[src/rtl/wb_pkg.sv]
// Shared types and sizing constants for the register-file write arbiter.
//   DATA_W_DEF / ADDR_W_DEF : default data and register-number widths
//   wb_entry_t              : one pending write {num, data} at default widths
//   STARVE_W                : width of the starvation counter (holds up to 15)
package wb_pkg;

    localparam int DATA_W_DEF = 32;
    localparam int ADDR_W_DEF = 5;
    localparam int STARVE_W   = 4;

    typedef struct packed {
        logic [ADDR_W_DEF-1:0] num;
        logic [DATA_W_DEF-1:0] data;
    } wb_entry_t;

endpackage

[src/rtl/wb_write_arbiter_fifo.sv]
// Synchronous FIFO for long-unit write results.
//   clk, clr_n : clock, asynchronous active-low reset
//   push       : write push_data (ignored when full)
//   pop        : drop the head entry (ignored when empty)
//   head       : oldest entry, valid while !empty
//   full/empty : occupancy flags
// Pointers carry one extra wrap bit so full and empty are distinguishable
// without a separate count.
module wb_fifo #(
    parameter int  DEPTH   = 2,
    parameter type entry_t = wb_pkg::wb_entry_t
) (
    input  logic   clk,
    input  logic   clr_n,
    input  logic   push,
    input  entry_t push_data,
    input  logic   pop,
    output entry_t head,
    output logic   full,
    output logic   empty
);

    localparam int PW = $clog2(DEPTH);

    logic [PW:0] wr_ptr_q, wr_ptr_d;
    logic [PW:0] rd_ptr_q, rd_ptr_d;
    logic        push_ok, pop_ok;
    entry_t      mem_q [DEPTH];

    always_comb begin
        empty    = (wr_ptr_q == rd_ptr_q);
        full     = (wr_ptr_q[PW] != rd_ptr_q[PW]) &&
                   (wr_ptr_q[PW-1:0] == rd_ptr_q[PW-1:0]);
        push_ok  = push && !full;
        pop_ok   = pop && !empty;
        wr_ptr_d = wr_ptr_q + (PW+1)'(push_ok);
        rd_ptr_d = rd_ptr_q + (PW+1)'(pop_ok);
        head     = mem_q[rd_ptr_q[PW-1:0]];
    end

    always_ff @(posedge clk or negedge clr_n) begin
        if (!clr_n) begin
            wr_ptr_q <= '0;
            rd_ptr_q <= '0;
        end else begin
            wr_ptr_q <= wr_ptr_d;
            rd_ptr_q <= rd_ptr_d;
        end
    end

    // Storage needs no reset: an entry is only read after it has been written.
    always_ff @(posedge clk) begin
        if (push_ok) begin
            mem_q[wr_ptr_q[PW-1:0]] <= push_data;
        end
    end

endmodule

[src/rtl/wb_write_arbiter.sv]
// Register-file write-port owner. Merges single-cycle WB-stage writes with
// buffered long-latency results and tracks which registers have a result
// still in flight.
//   pipe_*     : WB-stage write, always taken, beats the FIFO head
//   lu_*       : long-unit result, handshaked into the FIFO (lu_ready = !full)
//   issue_*    : marks the destination of a long-latency op busy
//   chk_num_*  : scoreboard queries, busy_* read registered bits
//   pipe_hold  : asks WB to stay idle next cycle so a starved FIFO entry drains
//   err        : sticky protocol error
//   w_en/w_number/data_in : registered register-file write port
module wb_write_arbiter
    import wb_pkg::*;
#(
    parameter int DATA_W     = DATA_W_DEF,
    parameter int ADDR_W     = ADDR_W_DEF,
    parameter int DEPTH      = 2,
    parameter int STARVE_MAX = 4
) (
    input  logic              clk,
    input  logic              clr_n,
    input  logic              pipe_w_en,
    input  logic [ADDR_W-1:0] pipe_w_num,
    input  logic [DATA_W-1:0] pipe_data,
    input  logic              lu_valid,
    output logic              lu_ready,
    input  logic [ADDR_W-1:0] lu_w_num,
    input  logic [DATA_W-1:0] lu_data,
    input  logic              issue_en,
    input  logic [ADDR_W-1:0] issue_num,
    input  logic [ADDR_W-1:0] chk_num_a,
    input  logic [ADDR_W-1:0] chk_num_b,
    output logic              busy_a,
    output logic              busy_b,
    output logic              pipe_hold,
    output logic              err,
    output logic              w_en,
    output logic [ADDR_W-1:0] w_number,
    output logic [DATA_W-1:0] data_in
);

    localparam int NREG = 2**ADDR_W;

    typedef struct packed {
        logic [ADDR_W-1:0] num;
        logic [DATA_W-1:0] data;
    } entry_t;

    logic                w_en_q, w_en_d;
    logic [ADDR_W-1:0]   w_number_q, w_number_d;
    logic [DATA_W-1:0]   data_in_q, data_in_d;
    logic [NREG-1:0]     busy_q, busy_d;
    logic [STARVE_W-1:0] starve_q, starve_d;
    logic                pipe_hold_q, pipe_hold_d;
    logic                err_q, err_d;

    logic   fifo_full, fifo_empty;
    logic   push, pop, pipe_wr;
    entry_t lu_entry, head;

    assign lu_entry = '{num: lu_w_num, data: lu_data};

    wb_fifo #(
        .DEPTH   (DEPTH),
        .entry_t (entry_t)
    ) u_fifo (
        .clk       (clk),
        .clr_n     (clr_n),
        .push      (push),
        .push_data (lu_entry),
        .pop       (pop),
        .head      (head),
        .full      (fifo_full),
        .empty     (fifo_empty)
    );

    always_comb begin
        lu_ready = !fifo_full;
        // Results for r0 complete the handshake but are never stored.
        push     = lu_valid && !fifo_full && (lu_w_num != '0);
        // Any pipe request owns the slot, even a discarded r0 write.
        pop      = !pipe_w_en && !fifo_empty;
        pipe_wr  = pipe_w_en && (pipe_w_num != '0);

        w_en_d     = pipe_wr || pop;
        w_number_d = w_number_q;
        data_in_d  = data_in_q;
        if (pipe_wr) begin
            w_number_d = pipe_w_num;
            data_in_d  = pipe_data;
        end else if (pop) begin
            w_number_d = head.num;
            data_in_d  = head.data;
        end

        // Clear first so a same-cycle issue to the same register wins.
        busy_d = busy_q;
        if (pop) begin
            busy_d[head.num] = 1'b0;
        end
        if (issue_en && (issue_num != '0)) begin
            busy_d[issue_num] = 1'b1;
        end
        busy_d[0] = 1'b0;

        err_d = err_q
              | (issue_en && (issue_num != '0) && busy_q[issue_num])
              | (push && !busy_q[lu_w_num])
              | (pipe_w_en && pipe_hold_q);

        if (fifo_empty || pop) begin
            starve_d = '0;
        end else if (starve_q < STARVE_W'(STARVE_MAX)) begin
            starve_d = starve_q + 1'b1;
        end else begin
            starve_d = starve_q;
        end
        pipe_hold_d = (starve_d >= STARVE_W'(STARVE_MAX));
    end

    always_ff @(posedge clk or negedge clr_n) begin
        if (!clr_n) begin
            w_en_q      <= 1'b0;
            w_number_q  <= '0;
            data_in_q   <= '0;
            busy_q      <= '0;
            starve_q    <= '0;
            pipe_hold_q <= 1'b0;
            err_q       <= 1'b0;
        end else begin
            w_en_q      <= w_en_d;
            w_number_q  <= w_number_d;
            data_in_q   <= data_in_d;
            busy_q      <= busy_d;
            starve_q    <= starve_d;
            pipe_hold_q <= pipe_hold_d;
            err_q       <= err_d;
        end
    end

    assign busy_a    = busy_q[chk_num_a];
    assign busy_b    = busy_q[chk_num_b];
    assign pipe_hold = pipe_hold_q;
    assign err       = err_q;
    assign w_en      = w_en_q;
    assign w_number  = w_number_q;
    assign data_in   = data_in_q;

endmodule

[config.mk]
export PLATFORM = sky130hd
export DESIGN_NAME = wb_write_arbiter
export DESIGN_NICKNAME = d
export VERILOG_FILES = /design/src/rtl/wb_pkg.sv /design/src/rtl/wb_write_arbiter_fifo.sv /design/src/rtl/wb_write_arbiter.sv
export SDC_FILE = /design/constraint.sdc
export NUM_CORES = 1
export LEC_CHECK = 0
export CORE_ASPECT_RATIO = 1.75
export CORE_MARGIN = 10
export CORE_UTILIZATION = 30
export CTS_BUF_LIST = sky130_fd_sc_hd__clkbuf_8 sky130_fd_sc_hd__clkbuf_16
export CTS_CLUSTER_DIAMETER = 100
export DETAILED_ROUTE_END_ITERATION = 6
export GPL_TIMING_DRIVEN = 1
export PLACE_DENSITY_LB_ADDON = 0.25
export SLEW_MARGIN = 20
export SYNTH_ARGS = -nofsm -noshare
export SYNTH_HDL_FRONTEND = slang
export SYNTH_SLANG_ARGS = --single-unit
export TNS_END_PERCENT = 20
[constraint.sdc]
create_clock -name clk -period 2.24 [get_ports clk]
set_input_delay 0.336 -clock clk [delete_from_list [all_inputs] [get_ports clk]]
set_output_delay 0.336 -clock clk [all_outputs]
set_load 0.02 [all_outputs]
## Word level (Yosys, flattened, before mapping)

Memories as Yosys holds them, arrays and structs flattened.
Cells that the tools add are included.

- Bits in writable memories: 74
- Bits of input ports: 94
- Bits in latches: 0
- Word-level logic and storage cells: 76
- Flip-flop bits (word level): 79
- Output and inout port bits: 43
- Memory bits (read-only): 0
- Memories kept: 1

Memories:

| memory | words | width | read ports | clocked after Yosys merged registers in | wr ports | line | text |
|---|---|---|---|---|---|---|---|
| u_fifo.mem_q | 2 | 37 | 1 | 0 | 1 | wb_write_arbiter_fifo.sv:28 | `entry_t mem_q [DEPTH];` |

- Shift operators: 0
- Reduce and logical (&&, ||, !) cells: 23
- $lt $le $gt $ge: 9
- $mul: 0
- Div/mod/pow operators: 0
- Eq/ne operators: 3
- Add/subtract/negate cells: 3
- Bitwise gates (word level): 6
- Multiplexer cells: 22

Operators by type and width:

| cell | count |
|---|---|
| $mux W32 | 4 |
| $and A32 B32 Y32 | 1 |
| $not A32 Y32 | 1 |
| $or A32 B32 Y32 | 1 |
| $lt A5 B6 Y1 const B | 5 |
| $bmux W1 S5 | 4 |
| $reduce_bool A5 Y1 | 3 |
| $logic_and A1 B1 Y1 | 13 |
| $demux W1 S5 | 2 |
| $ge A5 B1 Y1 const B | 2 |
| $mux W5 | 2 |
| $mux W1 | 8 |
| $mux W4 | 2 |
| $add A2 B1 Y2 | 2 |
| $add A4 B1 Y4 const B | 1 |
| $ge A4 B3 Y1 const B | 1 |
| $logic_not A1 Y1 | 4 |
| $lt A4 B3 Y1 const B | 1 |
| $or A1 B1 Y1 | 3 |
| $eq A2 B2 Y1 | 1 |
| $logic_or A1 B1 Y1 | 2 |
| $reduce_bool A2 Y1 | 1 |
| $eq A1 B1 Y1 | 1 |
| $ne A1 B1 Y1 | 1 |

## Logic depth before layout (Yosys ltp)

Gate-level depths: netlist of the first run.
An unclocked memory read counts as a cell.

- Depth after elaboration: 10
- Mapped depth: 9
- Mapped depth without buffers: 7

## Cells and area by module

From an unflattened synthesis of the first run, not the netlist that was laid out.

- Cell total of the unflattened synthesis: 552
- Area total of the unflattened synthesis: 7144.4 sq um

Modules (own cells, without submodules):

| module | cells each | area an instance (sq um) | seq. area each (sq um) | instances |
|---|---|---|---|---|
| wb_write_arbiter | 418 | 4212.8 | 1876.8 | 1 |
| wb_fifo | 134 | 2931.6 | 2322.2 | 1 |

## Least setup slack after synthesis of the first run

No wires, ideal clock.

- Path type: register to register
- Start: register u_fifo.rd_ptr_q[0]
- End: memory u_fifo.mem_q[1][0] (netlist bit) (enable)
- Required time: 1.841 ns
- Cell stages (with the launch flop): 5
- Period minus slack after synthesis: 2.472 ns
- Buffers on the path: 1
- Setup slack: -0.232 ns
- Data arrival time: 2.073 ns
- Library setup time: 0.399 ns
- Cells stage by stage: dfrtp_1 > buf_2 > xnor2_1 > a221oi_2 > ha_1

- Longest elaborated chain between the ends: 8

Ends and longest elaborated chain:

| what | line | text |
|---|---|---|
| start: declaration | wb_write_arbiter_fifo.sv:26 | `logic [PW:0] rd_ptr_q, rd_ptr_d;` |
| start signal: assignment | wb_write_arbiter_fifo.sv:47 | `rd_ptr_q <= rd_ptr_d;` |
| $eq A1 B1 Y1 (*) | wb_write_arbiter_fifo.sv:33 | `(wr_ptr_q[PW-1:0] == rd_ptr_q[PW-1:0]);` |
| $logic_and A1 B1 Y1 (*) | wb_write_arbiter_fifo.sv:32 | `full = (wr_ptr_q[PW] != rd_ptr_q[PW]) &&` |
| $logic_not A1 Y1 (*) | wb_write_arbiter_fifo.sv:34, wb_write_arbiter.sv:79 |  |
| $logic_and A1 B1 Y1 (2 in a row) | wb_write_arbiter.sv:79 | `push = lu_valid && !fifo_full && (lu_w_num != '0);` |
| $logic_and A1 B1 Y1 (*) | wb_write_arbiter_fifo.sv:34 | `push_ok = push && !full;` |
| $mux W1 (*) | wb_write_arbiter_fifo.sv:53 | `if (push_ok) begin` |
| $mux W1 (implied by the code) (*) | wb_write_arbiter_fifo.sv:54 | `mem_q[wr_ptr_q[PW-1:0]] <= push_data;` |
| end: declaration | wb_write_arbiter_fifo.sv:28 |  |

Every way passes the cells marked *; elsewhere a longest branch is shown, timed or not.

## Worst setup path after layout of the first run

- Start: register busy_q[13]
- End: output port busy_b

- Longest elaborated chain between the ends: 2

Ends and longest elaborated chain:

| what | line | text |
|---|---|---|
| start: declaration | wb_write_arbiter.sv:51 | `logic [NREG-1:0] busy_q, busy_d;` |
| start signal: assignment | wb_write_arbiter.sv:133 | `busy_q <= busy_d;` |
| $bmux W1 S5 | wb_write_arbiter.sv:141 | `assign busy_b = busy_q[chk_num_b];` |
| $mux W1 (implied by the code) | wb_write_arbiter.sv:141 |  |
| end: declaration | wb_write_arbiter.sv:33 | `output logic busy_b,` |

No other way between the ends. The select of a mux whose other input is x is not followed.

==> results of run 1 <==
==> sequential cells by signal, summed over array words and instances, names as in the netlist <==
register	count
data_in	32
u_fifo.mem_q	74
w_number	5
pipe_hold	1
u_fifo.rd_ptr_q	2
err	1
starve_q	4
w_en	1
u_fifo.wr_ptr_q	2
busy_q	31
==> area by class of cell <==
class	count	area share (%)
Inverter	8	0.295
Tap cell	304	3.74
Timing Repair Buffer	224	20.9
Clock inverter	15	2.08
Sequential cell	153	41.4
Clock buffer	17	4.18
Multi-Input combinational cell	378	27.4
==> critical path: cells and delay by family (launching register included) <==
kind / cells / cell delay [ns]
multiplexers: 3 / 1.25
flip-flops: 1 / 0.45
buffers and inverters: 1 / 0.13
==> through the flow <==
| stage | total power, mW | cells | TNS (ns) |
|---|---|---|---|
| 2_1_floorplan | 7.41 | 573 | -7.66 |
| 3_3_place_gp | 9.94 | 1063 | -26.35 |
| 6_report | 13.1 | 1099 | -0.716 |
| 5_1_grt | 13.9 | 1099 | -0.810 |
| 3_5_place_dp | 10.0 | 1063 | -27.75 |
| 4_1_cts | 13.3 | 1099 | -0.778 |
==> timing repair <==
item,4_1_cts,5_1_grt
endpoints found under the hold margin,36,0
setup buffers,3,0
endpoints found under the setup margin,3,5
hold buffers,1,0
pin swaps,0,0
gates resized for setup,26,4
==> cell usage in the layout (no fill, tap or decap), types with 3 or more instances in the layout <==
cell type,n
sky130_fd_sc_hd__o21ai_1,80
sky130_fd_sc_hd__dlygate4sd2_1,4
sky130_fd_sc_hd__nor2_1,13
sky130_fd_sc_hd__xor2_1,3
sky130_fd_sc_hd__buf_12,7
sky130_fd_sc_hd__mux4_2,28
sky130_fd_sc_hd__inv_1,5
sky130_fd_sc_hd__buf_4,77
sky130_fd_sc_hd__mux2i_1,40
sky130_fd_sc_hd__buf_6,6
sky130_fd_sc_hd__nand2_1,86
sky130_fd_sc_hd__mux2_2,3
sky130_fd_sc_hd__nand3b_1,5
sky130_fd_sc_hd__clkdlybuf4s50_1,128
sky130_fd_sc_hd__nand3_1,9
sky130_fd_sc_hd__mux2_1,3
sky130_fd_sc_hd__nor2b_1,5
sky130_fd_sc_hd__dfrtp_1,74
sky130_fd_sc_hd__a21oi_1,7
sky130_fd_sc_hd__clkbuf_16,17
sky130_fd_sc_hd__edfxtp_1,74
sky130_fd_sc_hd__inv_6,5
sky130_fd_sc_hd__or3_1,3
sky130_fd_sc_hd__o21ai_0,52
sky130_fd_sc_hd__mux4_1,5
sky130_fd_sc_hd__bufinv_16,4
sky130_fd_sc_hd__dfrtp_2,5
sky130_fd_sc_hd__nand2b_1,4
sky130_fd_sc_hd__clkinvlp_4,3
==> final timing paths <==
path,start,end,depth (start not counted)
max in group asynchronous,clr_n,busy_q[29]$_DFF_PN0_,3
max,busy_q[13]$_DFF_PN0_,busy_b,4
min in group asynchronous,clr_n,w_en$_DFF_PN0_,2
min reg2reg,w_number[0]$_DFFE_PN0P_,w_number[0]$_DFFE_PN0P_,2
min,pipe_data[2],data_in[2]$_DFFE_PN0P_,3
max reg2reg,busy_q[11]$_DFF_PN0_,err$_DFF_PN0_,7
==> per-layer routing <==
metal	GRT usage (%)	wire length (microns)
met1	14.9	7920
met2	27.4	12400
met3	5.89	1820
met4	9.97	1270
met5	0	12
==> report_power, final <==
group	switching, mW	internal (mW)	leakage, nW
Sequential	0.651	4.02	1.63
Combinational	2.74	2.56	2.06
Clock	1.25	1.89	0.303
Total	4.64	8.47	3.99
==> kinds of logic after synthesis <==
kind of cell             count (synthesis)
AND/OR/NAND/NOR                        135
flip-flops                             153
adder cells (fa/ha/maj)                  4
AO/OA/AOI/OAI                          152
multiplexers                            81
XOR/XNOR                                 6
buffers and inverters                   42
==> synth_stat cells (all sizes together), types with 2 or more instances <==
cell	count
o21ai	132
nand2	86
dfrtp	79
edfxtp	74
mux2i	40
mux4	33
clkbuf	19
buf	15
nor2	13
nand3	11
mux2	8
a21oi	7
inv	7
nand3b	5
nor2b	5
ha	4
nand2b	4
a221oi	3
or2	3
or3	3
xnor2	3
xor2	3
a221o	2
a22oi	2
a31oi	2
==> metrics.yaml, run 1 <==
run_status:
  outcome: "finished, violations left"
  violations: "setup timing"
global_routing:
  grt-ovfl-total: 0
  grt_antenna_before_repair: 1
  vias_in_the_first_global_route: 6200
  grt_pass1_wl_mm: 36.1
  groute.usage.overall_pct: 15.6
  pin_count_of_the_biggest_net_entering_global_routing: 65
sta:
  grt_setup_unrepaired: "yes"
  slew_viol_final: 0
  layout_worst_path_cycle_share_pct: 116
  period_minus_slack_ns: 2.61
  timing.final.setup_violations: 2
  final.setup.worst_slack_ns: -0.367
  fmax_mhz: 384
  relSlewSlack_pct: 61.6
  worst_pin_slew_ns: 0.575
  fin_worst_skew_ns: 0.00742
  final.hold.worst_slack_ns: 0.434
  final-hold-violation-count: 0
synth:
  post_synth_and_or_nand_nor_area_fraction_pct: 8.32
  synth_area_leader_cell: "sky130_fd_sc_hd__edfxtp_1"
  synth_area_leaders: "sky130_fd_sc_hd__edfxtp_1 31%, sky130_fd_sc_hd__dfrtp_1 28%, sky130_fd_sc_hd__mux4_2 8.8%"
  muxShareOfSynthArea_pct: 17.5
  synth_area_sq_um: 7150
  synth_adder_area_share_pct: 0.700
  synthesis.yosys.warnings: 0
  post_synthesis_average_cell_area_sq_um: 12.5
  net_count_of_the_mapped_netlist: 671
  number_of_standard_cells_after_synthesis: 573
  combinational_family_with_the_most_area_after_synthesis: "multiplexers"
  xor_xnor_fraction_of_synth_area_pct: 0.735
  synth_edf_count: 74
  yosys_most_used_dff: "sky130_fd_sc_hd__dfrtp_1"
  postSynth.asyncResetShare_pct: 51.6
  ys_seq_area_share_pct: 58.8
  synth_compound_gate_area_share_pct: 11.3
  yosys.cell_types.count: 44
  synth_top_area_share_pct: 31.1
  yosys_register_bits: 153
floorplan:
  dieHeight_microns: 224
  total_die_area_sq_um: 30600
  floorplan.initialDensity_pct: 30.5
  ioPinCount: 137
  die_width_microns: 137
  core_sq_um: 23400
  rows: 74
routing:
  routed_via_density: 5.03
  drtPass1Iterations: 5
  drc: 0
  dr.first_iter.drc_count: 271
  wirelength_mm: 23.4
  post_drt_wl_per_cell_microns: 21.3
  num_vias: 5523
  antenna_left: 0
setup_path:
  worst_setup_path_end_kind: "output pin"
  crit_path_max_incr_delay_ns: 0.48
  most_frequent_cell_on_the_critical_path: "sky130_fd_sc_hd__mux4_2"
  regToRegSetupSlack_ns: 0.06
  timing.critical_path.required_ns: 1.90
  worstPathCellList: "mux4_2 -> mux4_2 -> mux2_4 -> buf_6"
  critPathSlowestCell: "sky130_fd_sc_hd__mux4_2"
  critical_path_source_type: "flip-flop"
  critical_path_peak_fanout: 5
  timing.setup.critical_path_class: "flip-flop to output pin"
  cp_data_arrival_time_ns: 2.27
finish:
  seqCellArea_sq_um: 4210
  synthToLayoutAreaGrowth_pct: 42.2
  final_core_utilization_pct: 43.4
  layout.cell_area.non_filler_sq_um: 10200
  fin_nets: 880
  multi_input_comb_area_sq_um: 2790
  drive_above_1_share_pct: 21.5
  n_fill_cell: 2232
  n_antenna_cell: 0
place:
  dpl.hpwl_mm: 18.0
  gp_routability_congestion: 0.993
  placed_cell_area_sq_um: 9450
  portBuffers: 136
  detailedPlace.worstSlack_ns: -0.881
power:
  vdd_drop_max_mv: 0.809
  power_leakage_nw: 3.99
  powerDensity_nw_per_um2: 1290
clocking:
  cts_tree: "done"
  number_of_levels_in_the_clock_h_tree: 4
  clk_pin_slew_worst_paths_ns: 0.07
  clk_path_buf_depth: 2
  numClockSinks: 153
  worstSkewPairLatency_ns: 0.44
  root_buffer: "sky130_fd_sc_hd__clkbuf_16"
  tritoncts.num_buffers: 17
hold_path:
  min_path_type: "input port to flip-flop"
job:
  max_cap_violations: 0
(Power assumes the default switching activity.)
==> run 2, diff against run 1 <==
--- a/config.mk
+++ b/config.mk
@@ -5,6 +5,7 @@
 export SDC_FILE = /design/constraint.sdc
 export NUM_CORES = 1
 export LEC_CHECK = 0
+export CAP_MARGIN = 20
 export CORE_ASPECT_RATIO = 1.75
 export CORE_MARGIN = 10
 export CORE_UTILIZATION = 30
==> results of run 2 <==
The final DEF is identical to that of run 1; final timing and power are the same.
